**src/rtl/gbar_core_client.sv**
```systemverilog
// gbar_core_client: core-side initiator for the global barrier protocol.
// Collects warp arrivals per barrier id, resolves local barriers directly, and
// for global barriers issues one request to the cluster unit, then releases the
// held warp mask when the matching response arrives.
// Optional feature: define GBAR_PERF_EN to build perf_gbar_wait_cycles, a
// saturating count of cycles with any barrier in REQ or WAIT. Without it the
// output is tied to 0.
// Ports:
//   clk, reset           clock, asynchronous active-high reset
//   bar_*                warp arrival (valid/ready) with id, warp, kind, sizes
//   release_*            one-cycle release pulse with id and warp mask
//   gbar_req_*           request to global unit (valid/ready) with payload
//   gbar_rsp_*           single-cycle response pulse from global unit
//   perf_gbar_wait_cycles  wait-cycle counter (optional)
module gbar_core_client #(
  parameter int unsigned NUM_WARPS    = 4,
  parameter int unsigned NUM_BARRIERS = 4,
  parameter int unsigned NUM_CORES    = 4,
  parameter int unsigned CORE_ID      = 0,
  localparam int unsigned NW_W = (NUM_WARPS    > 1) ? $clog2(NUM_WARPS)    : 1,
  localparam int unsigned NB_W = (NUM_BARRIERS > 1) ? $clog2(NUM_BARRIERS) : 1,
  localparam int unsigned NC_W = (NUM_CORES    > 1) ? $clog2(NUM_CORES)    : 1
) (
  input  logic                 clk,
  input  logic                 reset,
  input  logic                 bar_valid,
  output logic                 bar_ready,
  input  logic [NB_W-1:0]      bar_id,
  input  logic [NW_W-1:0]      bar_warp_id,
  input  logic                 bar_is_global,
  input  logic [NW_W-1:0]      bar_local_size_m1,
  input  logic [NC_W-1:0]      bar_global_size_m1,
  output logic                 release_valid,
  output logic [NB_W-1:0]      release_id,
  output logic [NUM_WARPS-1:0] release_mask,
  output logic                 gbar_req_valid,
  input  logic                 gbar_req_ready,
  output logic [NB_W-1:0]      gbar_req_id,
  output logic [NC_W-1:0]      gbar_req_size_m1,
  output logic [NC_W-1:0]      gbar_req_core_id,
  input  logic                 gbar_rsp_valid,
  input  logic [NB_W-1:0]      gbar_rsp_id,
  output logic [31:0]          perf_gbar_wait_cycles
);

  typedef enum logic [1:0] {
    ST_IDLE    = 2'd0,
    ST_COLLECT = 2'd1,
    ST_REQ     = 2'd2,
    ST_WAIT    = 2'd3
  } bar_state_t;

  bar_state_t           state     [NUM_BARRIERS];
  logic [NUM_WARPS-1:0] mask      [NUM_BARRIERS];
  logic                 is_global [NUM_BARRIERS];
  logic [NC_W-1:0]      gsize     [NUM_BARRIERS];

  function automatic logic [NW_W:0] popcount(input logic [NUM_WARPS-1:0] m);
    logic [NW_W:0] c;
    c = '0;
    for (int i = 0; i < NUM_WARPS; i++) c = c + (NW_W+1)'(m[i]);
    return c;
  endfunction

  // Arrival decode for the addressed barrier
  logic                 accept;
  logic [NUM_WARPS-1:0] cur_mask;
  logic [NUM_WARPS-1:0] warp_bit;
  logic [NUM_WARPS-1:0] new_mask;
  logic                 dup;
  logic                 first;
  logic                 done;
  logic                 eff_global;

  assign bar_ready = !reset && !gbar_rsp_valid &&
                     (state[bar_id] == ST_IDLE || state[bar_id] == ST_COLLECT);
  assign accept    = bar_valid && bar_ready;
  assign cur_mask  = mask[bar_id];
  assign warp_bit  = NUM_WARPS'(1) << bar_warp_id;
  assign new_mask  = cur_mask | warp_bit;
  assign dup       = |(cur_mask & warp_bit);
  assign first     = (state[bar_id] == ST_IDLE);
  assign done      = (NW_W'(popcount(cur_mask)) == bar_local_size_m1);
  // Kind is latched by the first arrival; later arrivals follow the latched flag
  assign eff_global = first ? bar_is_global : is_global[bar_id];

  // Response targets a barrier actually waiting
  logic rsp_hit;
  assign rsp_hit = gbar_rsp_valid && (state[gbar_rsp_id] == ST_WAIT);

  // Lowest-numbered barrier in REQ, skipping the one being handshaked now
  logic            hs;
  logic            pick_found;
  logic [NB_W-1:0] pick_id;
  assign hs = gbar_req_valid && gbar_req_ready;

  always_comb begin
    pick_found = 1'b0;
    pick_id    = '0;
    for (int i = 0; i < NUM_BARRIERS; i++) begin
      if (!pick_found && state[i] == ST_REQ && !(hs && NB_W'(i) == gbar_req_id)) begin
        pick_found = 1'b1;
        pick_id    = NB_W'(i);
      end
    end
  end

  // Per-barrier FSMs, release port and request register
  always_ff @(posedge clk or posedge reset) begin
    if (reset) begin
      for (int i = 0; i < NUM_BARRIERS; i++) begin
        state[i]     <= ST_IDLE;
        mask[i]      <= '0;
        is_global[i] <= 1'b0;
        gsize[i]     <= '0;
      end
      release_valid    <= 1'b0;
      release_id       <= '0;
      release_mask     <= '0;
      gbar_req_valid   <= 1'b0;
      gbar_req_id      <= '0;
      gbar_req_size_m1 <= '0;
      gbar_req_core_id <= '0;
    end else begin
      release_valid <= 1'b0;
      release_id    <= '0;
      release_mask  <= '0;

      if (accept && !dup) begin
        if (first) begin
          is_global[bar_id] <= bar_is_global;
          gsize[bar_id]     <= bar_global_size_m1;
        end
        if (done) begin
          if (eff_global) begin
            mask[bar_id]  <= new_mask;
            state[bar_id] <= ST_REQ;
          end else begin
            release_valid <= 1'b1;
            release_id    <= bar_id;
            release_mask  <= new_mask;
            mask[bar_id]  <= '0;
            state[bar_id] <= ST_IDLE;
          end
        end else begin
          mask[bar_id]  <= new_mask;
          state[bar_id] <= ST_COLLECT;
        end
      end

      // Arrivals stall during a response cycle, so this never collides above
      if (rsp_hit) begin
        release_valid      <= 1'b1;
        release_id         <= gbar_rsp_id;
        release_mask       <= mask[gbar_rsp_id];
        mask[gbar_rsp_id]  <= '0;
        state[gbar_rsp_id] <= ST_IDLE;
      end

      // Load a new request when the bus is free or just handshaked
      if (hs) state[gbar_req_id] <= ST_WAIT;
      if (!gbar_req_valid || hs) begin
        gbar_req_valid <= pick_found;
        if (pick_found) begin
          gbar_req_id      <= pick_id;
          gbar_req_size_m1 <= gsize[pick_id];
          gbar_req_core_id <= NC_W'(CORE_ID);
        end
      end
    end
  end

`ifdef GBAR_PERF_EN
  logic any_busy;

  always_comb begin
    any_busy = 1'b0;
    for (int i = 0; i < NUM_BARRIERS; i++) begin
      if (state[i] == ST_REQ || state[i] == ST_WAIT) any_busy = 1'b1;
    end
  end

  // Saturating wait-cycle counter
  always_ff @(posedge clk or posedge reset) begin
    if (reset) perf_gbar_wait_cycles <= '0;
    else if (any_busy && perf_gbar_wait_cycles != 32'hFFFF_FFFF)
      perf_gbar_wait_cycles <= perf_gbar_wait_cycles + 32'd1;
  end
`else
  assign perf_gbar_wait_cycles = '0;
`endif

endmodule

```
**config.mk**
```make
export PLATFORM = sky130hd
export DESIGN_NAME = gbar_core_client
export DESIGN_NICKNAME = d
export VERILOG_FILES = /design/src/rtl/gbar_core_client.sv
export SDC_FILE = /design/constraint.sdc
export NUM_CORES = 1
export LEC_CHECK = 0
export BUFFER_PORTS_ARGS = -buffer_cell sky130_fd_sc_hd__buf_2
export CELL_PAD_IN_SITES_DETAIL_PLACEMENT = 2
export CELL_PAD_IN_SITES_GLOBAL_PLACEMENT = 2
export CORE_MARGIN = 2
export CORE_UTILIZATION = 36
export CTS_BUF_LIST = sky130_fd_sc_hd__clkbuf_2
export DETAILED_ROUTE_END_ITERATION = 6
export HOLD_SLACK_MARGIN = 0.03
export PLACE_DENSITY_LB_ADDON = 0.05
export SETUP_SLACK_MARGIN = 0.5
export SLEW_MARGIN = 20
export SYNTH_ARGS = -nofsm -noshare
export SYNTH_HDL_FRONTEND = slang
export SYNTH_SLANG_ARGS = --single-unit
```
**constraint.sdc**
```tcl
create_clock -name clk -period 3.1 [get_ports clk]
set_input_delay 0.31 -clock clk [delete_from_list [all_inputs] [get_ports clk]]
set_output_delay 0.31 -clock clk [all_outputs]
set_load 0.005 [all_outputs]
```
==> reports/summary.txt, run 1 <==
status: finished, violations left
failing checks: hold timing
FFs w/ async S/R, synth: 1.00
WP data arrival: 3200 ps
Initial Util: 0.369
DRT antenna net count: 0
Max Cap Viol: 0
RSZ-0062 raised after global routing: yes
Yosys Warn Count: 0
count of pins over their slew limit: 0
Area Overhead vs Synth: 14.3%
die span in x: 95.3 um
WL/cell: 20.4 um
Total Wirelength: 8910 um
all-layer global routing usage: 0.205
number of flops mapped to enable cells by yosys: 0
minimum clock period: 2800 ps
grt total ovfl: 0
CP endpoint kind: flop
router iterations before antenna repair: 4
hold_ws: -15.7 ps
post-synth cell types: 52
largest net degree at the start of global routing: 49
Clock Path Buffers: 2
Cells after Synth: 283
Fin. Hold Viols: 7
maximum vdd ir drop: 0.218 mV
Power per Cell Area: 590 nW/um2
Starting DRT DRC Count: 179
initial antenna violation count: 0
Post-route DRC: 0
DR vias/cell: 5.53
diode count: 0
setup TNS: 0 ps
critical path required time: 3500 ps
fmax: 0.357 GHz
Site Rows: 33
static leakage: 1.57 nW
ys flop type: dfrtp_1
dpl cells: 419
Clock Sink Count: 48
number of setup violations in the final report: 0
register area share after synthesis: 0.400
crit path kind: reg -> reg
Synth Cell Area: 3000 um2
core box area: 8130 um2
Clock Tree Root: clkbuf_2
via count: 2413
clk_lat worst skew: 450 ps
number of port buffers: 28
Seq cells post-synth: 48
vias in the first global route: 2360
Final #Nets: 348
ratio of cells with drive above 1 in the final layout: 0.344
dpl hpwl: 6820 um
Critical Path Source Type: flop
H-tree Lvls: 2
Final Cycle Share: 0.904
slew margin rel.: 0.408
Routability Congestion: 0.852
first-pass GRT wire length: 13700 um
CTS Hold Bufs: 0
FF-to-FF path depth: 9
Power, Total: 2.02 mW
worst hold path type: in -> async
clock skew: 24.3 ps
Least-Margin Pin Slew: 887 ps
Chip Height: 95.3 um
number of buffers created by CTS: 5
Layout Cells excl Fill: 436
I/O pin count: 63
Crit Path Max Fanout: 5
Fillers: 909
CTS tree: yes
post-synthesis average cell area: 10.6 um2
Reg clk slew, reported paths: 290 ps
Die ar.: 9080 um2
==> sequential cells by signal, indices dropped and copies added, names as in the netlist, 2 cells and up <==
register / flops
gsize: 8
release_mask: 4
is_global: 4
gbar_req_size_m1: 2
release_id: 2
gbar_req_id: 2
mask: 16
state: 8
==> layout by cell type (no fill, tap or decap), drive strengths merged, types with 6 or more instances in the layout <==
cell and count:
o21ai 23, inv 18, nand3 21, conb 34, nand2 11, mux4 14
nand2b 6, o22ai 8, or3 9, buf 50, mux2 12, dfrtp 48
a21oi 10
==> where the power goes <==
part | switching [mW] | internal [mW]
combinational | 0.444 | 0.394
clock | 0.236 | 0.0601
sequential | 0.136 | 0.754
==> repair_timing <==
action,CTS,global route
gates resized for setup,26,10
gates cloned,0,0
pin swaps,15,6
setup buffers,4,5
endpoints found under the setup margin,31,33
==> final cells by class <==
cell class	count	area, um2	area share
inverters	17	65.1	0.0190
flip-flops and latches	48	1200	0.350
multi-input cells	208	1680	0.490
clock inverters	3	21.3	0.00620
well taps	105	131	0.0383
clock buffers	5	25.0	0.00730
repair buffers	50	305	0.0890
==> critical path, cell delays in order, from the launching register on <==
cell and delay, ps:
dfrtp_1 470, mux4_2 510, inv_1 110, fa_1 410
inv_2 80, ha_4 200, xnor2_2 130, nand2_2 120
or4_1 480, a31o_2 240
==> synthesized netlist by cell type (all sizes together), types with 5 or more instances <==
master	n	area (um2)
mux2	12	135
o21ai	23	115
nand2b	6	37.5
o22ai	8	50.1
buf	40	279
a21oi	10	50.1
nand3	21	110
or3	9	56.3
mux4	14	315
or2	5	31.3
inv	17	63.8
nand2	11	41.3
dfrtp	48	1200
==> worst paths after layout <==
path,startpoint,to,slack (ps)
min in group clk,bar_global_size_m1[1],gsize[7],110
setup / recovery,mask[3],state[2],300
max in group asynchronous,reset,mask[13],2570
setup reg to reg,mask[3],state[2],300
hold reg to reg,gbar_req_size_m1[1],gbar_req_size_m1[1],540
hold / removal,reset,state[0],-20
==> cell families after synthesis <==
logic type               after synthesis  synth area share
buffers and inverters                 60             0.118
adder cells (fa/ha/maj)                2            0.0108
flip-flops                            48             0.400
multiplexers                          28             0.157
AND/OR/NAND/NOR                       83             0.180
AO/OA/AOI/OAI                         59             0.122
other                                  1           0.00125
XOR/XNOR                               2            0.0108
==> metrics by stage <==
stage          cell area (um2)  setup slack, ps   util
5_1_grt                   3430              215  0.422
6_report                  3430              297  0.422
4_1_cts                   3340              299  0.411
3_3_place_gp              3210              181  0.395
2_1_floorplan             3170              224      -
3_5_place_dp              3210             28.6  0.395
==> layer usage <==
metal  wire length (um)  GRT usage  part of all wire
met5                  0          0                 0
met4                 66     0.0326            0.0074
met3                361     0.0269             0.041
met2               4180      0.313              0.47
met1               4310      0.316              0.48
No activity file was read; power rests on OpenSTA's default activity.
==> inputs of run 2 (changes only) <==
RECOVER_POWER = 100   (was default)
==> reports/summary.txt, run 2 (synthesis gave the netlist of run 1 again) <==
status: finished, violations left
failing checks: capacitance limit, slew limit
via count: 2417
Reg clk slew, reported paths: 290 ps
critical path required time: 3500 ps
clk_lat worst skew: 460 ps
Final Cycle Share: 0.920
commonest non-fill, non-tap cell in the layout: dfrtp_1
Max Cap Viol: 1
Routability Congestion: 0.852
Seq pwr share: 0.448
all-layer global routing usage: 0.205
Clock Path Buffers: 2
DRT antenna net count: 0
Site Rows: 33
Area Overhead vs Synth: 12.5%
Most flops, register: mask
fmax: 0.351 GHz
WL/cell: 20.5 um
initial antenna violation count: 0
Post-route DRC: 0
grt total ovfl: 0
CTS tree: yes
vias in the first global route: 2360
clock skew: 25.6 ps
crit path to: state[2]
Power, Total: 1.99 mW
dpl cells: 419
first-pass GRT wire length: 13700 um
commonest cells after routing, fill and taps aside: dfrtp_1, conb_1, nand3_1
maximum vdd ir drop: 0.217 mV
number of port buffers: 28
FF-to-FF setup slack: 250 ps
cell internal pwr: 1.18 mW
Final #Nets: 348
P_sw: 808 uW
Starting DRT DRC Count: 150
Initial Util: 0.369
max reg flops: 16
crit path from: mask[1]
router iterations before antenna repair: 4
Reg-to-Reg Start: mask[1]
H-tree Lvls: 2
setup TNS: 0 ps
die span in x: 95.3 um
number of buffers created by CTS: 5
R2R Path End: state[2]
Total Wirelength: 8930 um
Crit Path Max Fanout: 5
FF-to-FF path depth: 9
combinational power share: 0.404
sw frac: 0.406
placed inst area: 3210 um2
core box area: 8130 um2
Clock Tree Root: clkbuf_2
dpl hpwl: 6820 um
Design Area, Final: 3370 um2
Chip Height: 95.3 um
RSZ-0062 raised after global routing: yes
Layout Cells excl Fill: 436
crit path kind: reg -> reg
DR vias/cell: 5.54
number of setup violations in the final report: 0
CP endpoint kind: flop
static leakage: 1.50 nW
I/O pin count: 63
largest net degree at the start of global routing: 49
Power per Cell Area: 590 nW/um2
Regs by FF count: mask: 16 flops, gsize: 8 flops, state: 8 flops
count of pins over their slew limit: 49
Clock Sink Count: 48
ratio of cells with drive above 1 in the final layout: 0.284
diode count: 0
slew margin rel.: -0.514
WP data arrival: 3250 ps
clock group share of total power: 0.149
worst hold path type: in -> reg
Die ar.: 9080 um2
Least-Margin Pin Slew: 2260 ps
Fin. Hold Viols: 0
minimum clock period: 2850 ps
Critical Path Source Type: flop
[run 2: routing by layer]
layer	up-vias	wire, um	global-route usage
met3	5	331	0.0269
met2	55	4190	0.313
met1	1277	4340	0.316
li1	1080	-	-
met5	-	0	0
met4	0	66	0.0326
[run 2: cell type report]
cell class,instances,area [um2]
clock buffer,5,25.0
clock inverter,3,21.3
fill,918,4760
inverter,17,65.1
multi-input combinational,208,1650
sequential,48,1200
tap,105,131
timing repair buffer,50,278
[run 2: power by group through the flow]
| stage | combinational (mW) | clock [mW] | sequential (mW) |
|---|---|---|---|
| after global placement | 0.733 | 0 | 0.902 |
| final | 0.804 | 0.296 | 0.891 |
| after CTS | 0.817 | 0.307 | 0.891 |
| after global routing | 0.892 | 0.326 | 0.916 |
| after floorplan | 0.530 | 0 | 0.865 |
| after detailed placement | 0.756 | 0 | 0.905 |
[run 2: how the worst min path moves through the flow]
stage,from,to,slack (ps),depth (start not counted)
after floorplan,bar_global_size_m1[0],gsize[0],460,1
after global placement,gbar_req_size_m1[1],gbar_req_size_m1[1],480,1
after detailed placement,gbar_req_size_m1[1],gbar_req_size_m1[1],490,1
after CTS,bar_global_size_m1[1],gsize[1],90,2
after global routing,bar_global_size_m1[0],gsize[4],90,2
final,bar_global_size_m1[1],gsize[7],110,2
[run 2: stage by stage]
step,setup WS (ps),hold slack (ps),util
after CTS,299,87.4,0.411
final,248,110,0.415
after global routing,119,89.2,0.415
after floorplan,224,460,-
after detailed placement,28.6,492,0.395
after global placement,181,475,0.395
[run 2: critical path, stage by stage (launching register included)]
cell and delay (ps):
dfrtp_1 480, mux4_2 500, inv_1 90, fa_1 410, inv_1 100, ha_4 210, xnor2_2 110, nand2_1 160
or4_1 500, a31o_2 240
[run 2: repair_timing]
item / 4_1_cts / 5_1_grt
pin swaps: 15 / 6
hold buffers: 0 / 0
gates resized for setup: 26 / 10
setup buffers: 4 / 5
setup endpoints to repair: 31 / 33
==> inputs of run 3 (changes only) <==
CELL_PAD_IN_SITES_DETAIL_PLACEMENT = default   (was 2)
CELL_PAD_IN_SITES_GLOBAL_PLACEMENT = default   (was 2)
CORE_UTILIZATION = 57   (was 36)
==> reports/summary.txt, run 3 (synthesis gave the netlist of run 1 again) <==
Area Overhead vs Synth: 11.7%
vias in the first global route: 2233
setup TNS: 0 ps
commonest non-fill, non-tap cell in the layout: dfrtp_1
Design Area, Final: 3350 um2
CP endpoint kind: flop
via count: 2423
FF-to-FF path depth: 11
R2R Path End: mask[6]
all-layer global routing usage: 0.244
Reg clk slew, reported paths: 230 ps
Power per Cell Area: 593 nW/um2
placed inst area: 3130 um2
WP data arrival: 3180 ps
ratio of cells with drive above 1 in the final layout: 0.312
crit path kind: reg -> reg
slew margin rel.: -0.433
Hold Startpoint: bar_global_size_m1[1]
Reg-to-Reg Start: mask[1]
commonest cells after routing, fill and taps aside: dfrtp_1, conb_1, buf_2
WHS Path Cells: 2
die span in x: 76.6 um
count of pins over their slew limit: 49
router iterations before antenna repair: 5
Clock Sink Count: 48
Fillers: 410
clk_lat worst skew: 430 ps
core box area: 5110 um2
failing checks: capacitance limit, slew limit
DRT antenna net count: 0
Starting DRT DRC Count: 264
DR vias/cell: 6.06
maximum vdd ir drop: 0.356 mV
WL/cell: 17.7 um
FF-to-FF setup slack: 240 ps
Die ar.: 5860 um2
Final #Nets: 347
number of buffers created by CTS: 5
Total Wirelength: 7070 um
max reg flops: 16
dpl cells: 379
Most flops, register: mask
Power, Total: 1.99 mW
critical path required time: 3420 ps
CTS tree: yes
worst hold path type: in -> reg
largest net degree at the start of global routing: 49
Critical Path Source Type: flop
Least-Margin Pin Slew: 2140 ps
initial antenna violation count: 0
diode count: 0
first-pass GRT wire length: 11200 um
Reg area: 1200 um2
grt total ovfl: 0
Max Cap Viol: 1
Regs by FF count: mask: 16 flops, gsize: 8 flops, state: 8 flops
Initial Util: 0.587
Clock Tree Root: clkbuf_2
fmax: 0.350 GHz
hold endpoint: gsize[1]
status: finished, violations left
number of port buffers: 28
Chip Height: 76.6 um
I/O pin count: 63
Final Cycle Share: 0.922
Routability Congestion: 0.928
dpl hpwl: 5000 um
Multi-input gate area: 1650 um2
Post-route DRC: 0
clock skew: 30.9 ps
Fin. Hold Viols: 0
static leakage: 1.56 nW
Layout Cells excl Fill: 400
RSZ-0062 raised after global routing: yes
H-tree Lvls: 2
Crit Path Max Fanout: 6
crit path from: mask[1]
Clock Path Buffers: 2
number of setup violations in the final report: 0
minimum clock period: 2860 ps
Site Rows: 26
-- run 3: cell count changes in the layout (fill, tap and decap cells not counted), moves of 2 or more --
cell	previous run	this run
buf_2	18	23
inv_6	2	0
clkbuf_1	14	8
o21ai_2	5	12
o22ai_2	2	0
o22ai_1	6	8
o21ai_1	8	2
-- run 3: how the worst max path moves through the flow --
| stage | endpoint | slack (ps) | depth (start not counted) |
|---|---|---|---|
| floorplan | state[2] | 220 | 11 |
| global placement | state[2] | 180 | 10 |
| detailed placement | release_mask[3] | 120 | 11 |
| CTS | state[2] | 340 | 9 |
| global route | mask[6] | 130 | 11 |
| finish | mask[6] | 240 | 11 |
-- run 3: layout make-up --
cell class / instances / area share
repair buffers: 49 / 0.0844
clock inverters: 2 / 0.0105
inverters: 17 / 0.0194
clock buffers: 6 / 0.00896
flip-flops and latches: 48 / 0.358
well taps: 70 / 0.0261
multi-input cells: 208 / 0.492
-- run 3: where the power goes --
group	leakage, nW	internal [mW]	switching [mW]
clock	0.0430	0.139	0.205
combinational	0.878	0.352	0.383
sequential	0.635	0.754	0.156
-- run 3: worst max-delay path: stages (launching register included) --
cell	delay (ps)
dfrtp_1	470
mux4_2	510
inv_2	70
fa_1	410
inv_1	60
ha_1	240
xnor2_2	120
nand2_1	150
a211oi_2	210
clkbuf_1	230
or2_4	200
o21ai_0	80
-- run 3: metrics by stage --
step	utilization	worst slack (ps)	hold slack [ps]
after floorplan	-	224	460
after global placement	0.613	181	478
final	0.656	243	166
after global routing	0.656	130	112
after detailed placement	0.613	121	486
after CTS	0.645	345	142
-- run 3: timing repair --
item                                   CTS  global route
gates resized for setup                 31             9
hold buffers                             0             1
setup endpoints to repair               29            38
setup buffers                            4             8
endpoints found under the hold margin    0             9
pin swaps                               11             9
-- run 3: metal layers --
layer / global-route usage / part of all wire / routed length [um]
met2: 0.367 / 0.48 / 3370
met3: 0.0498 / 0.086 / 608
met5: 0 / 0 / 0
met4: 0.0691 / 0.013 / 90
met1: 0.363 / 0.42 / 3000
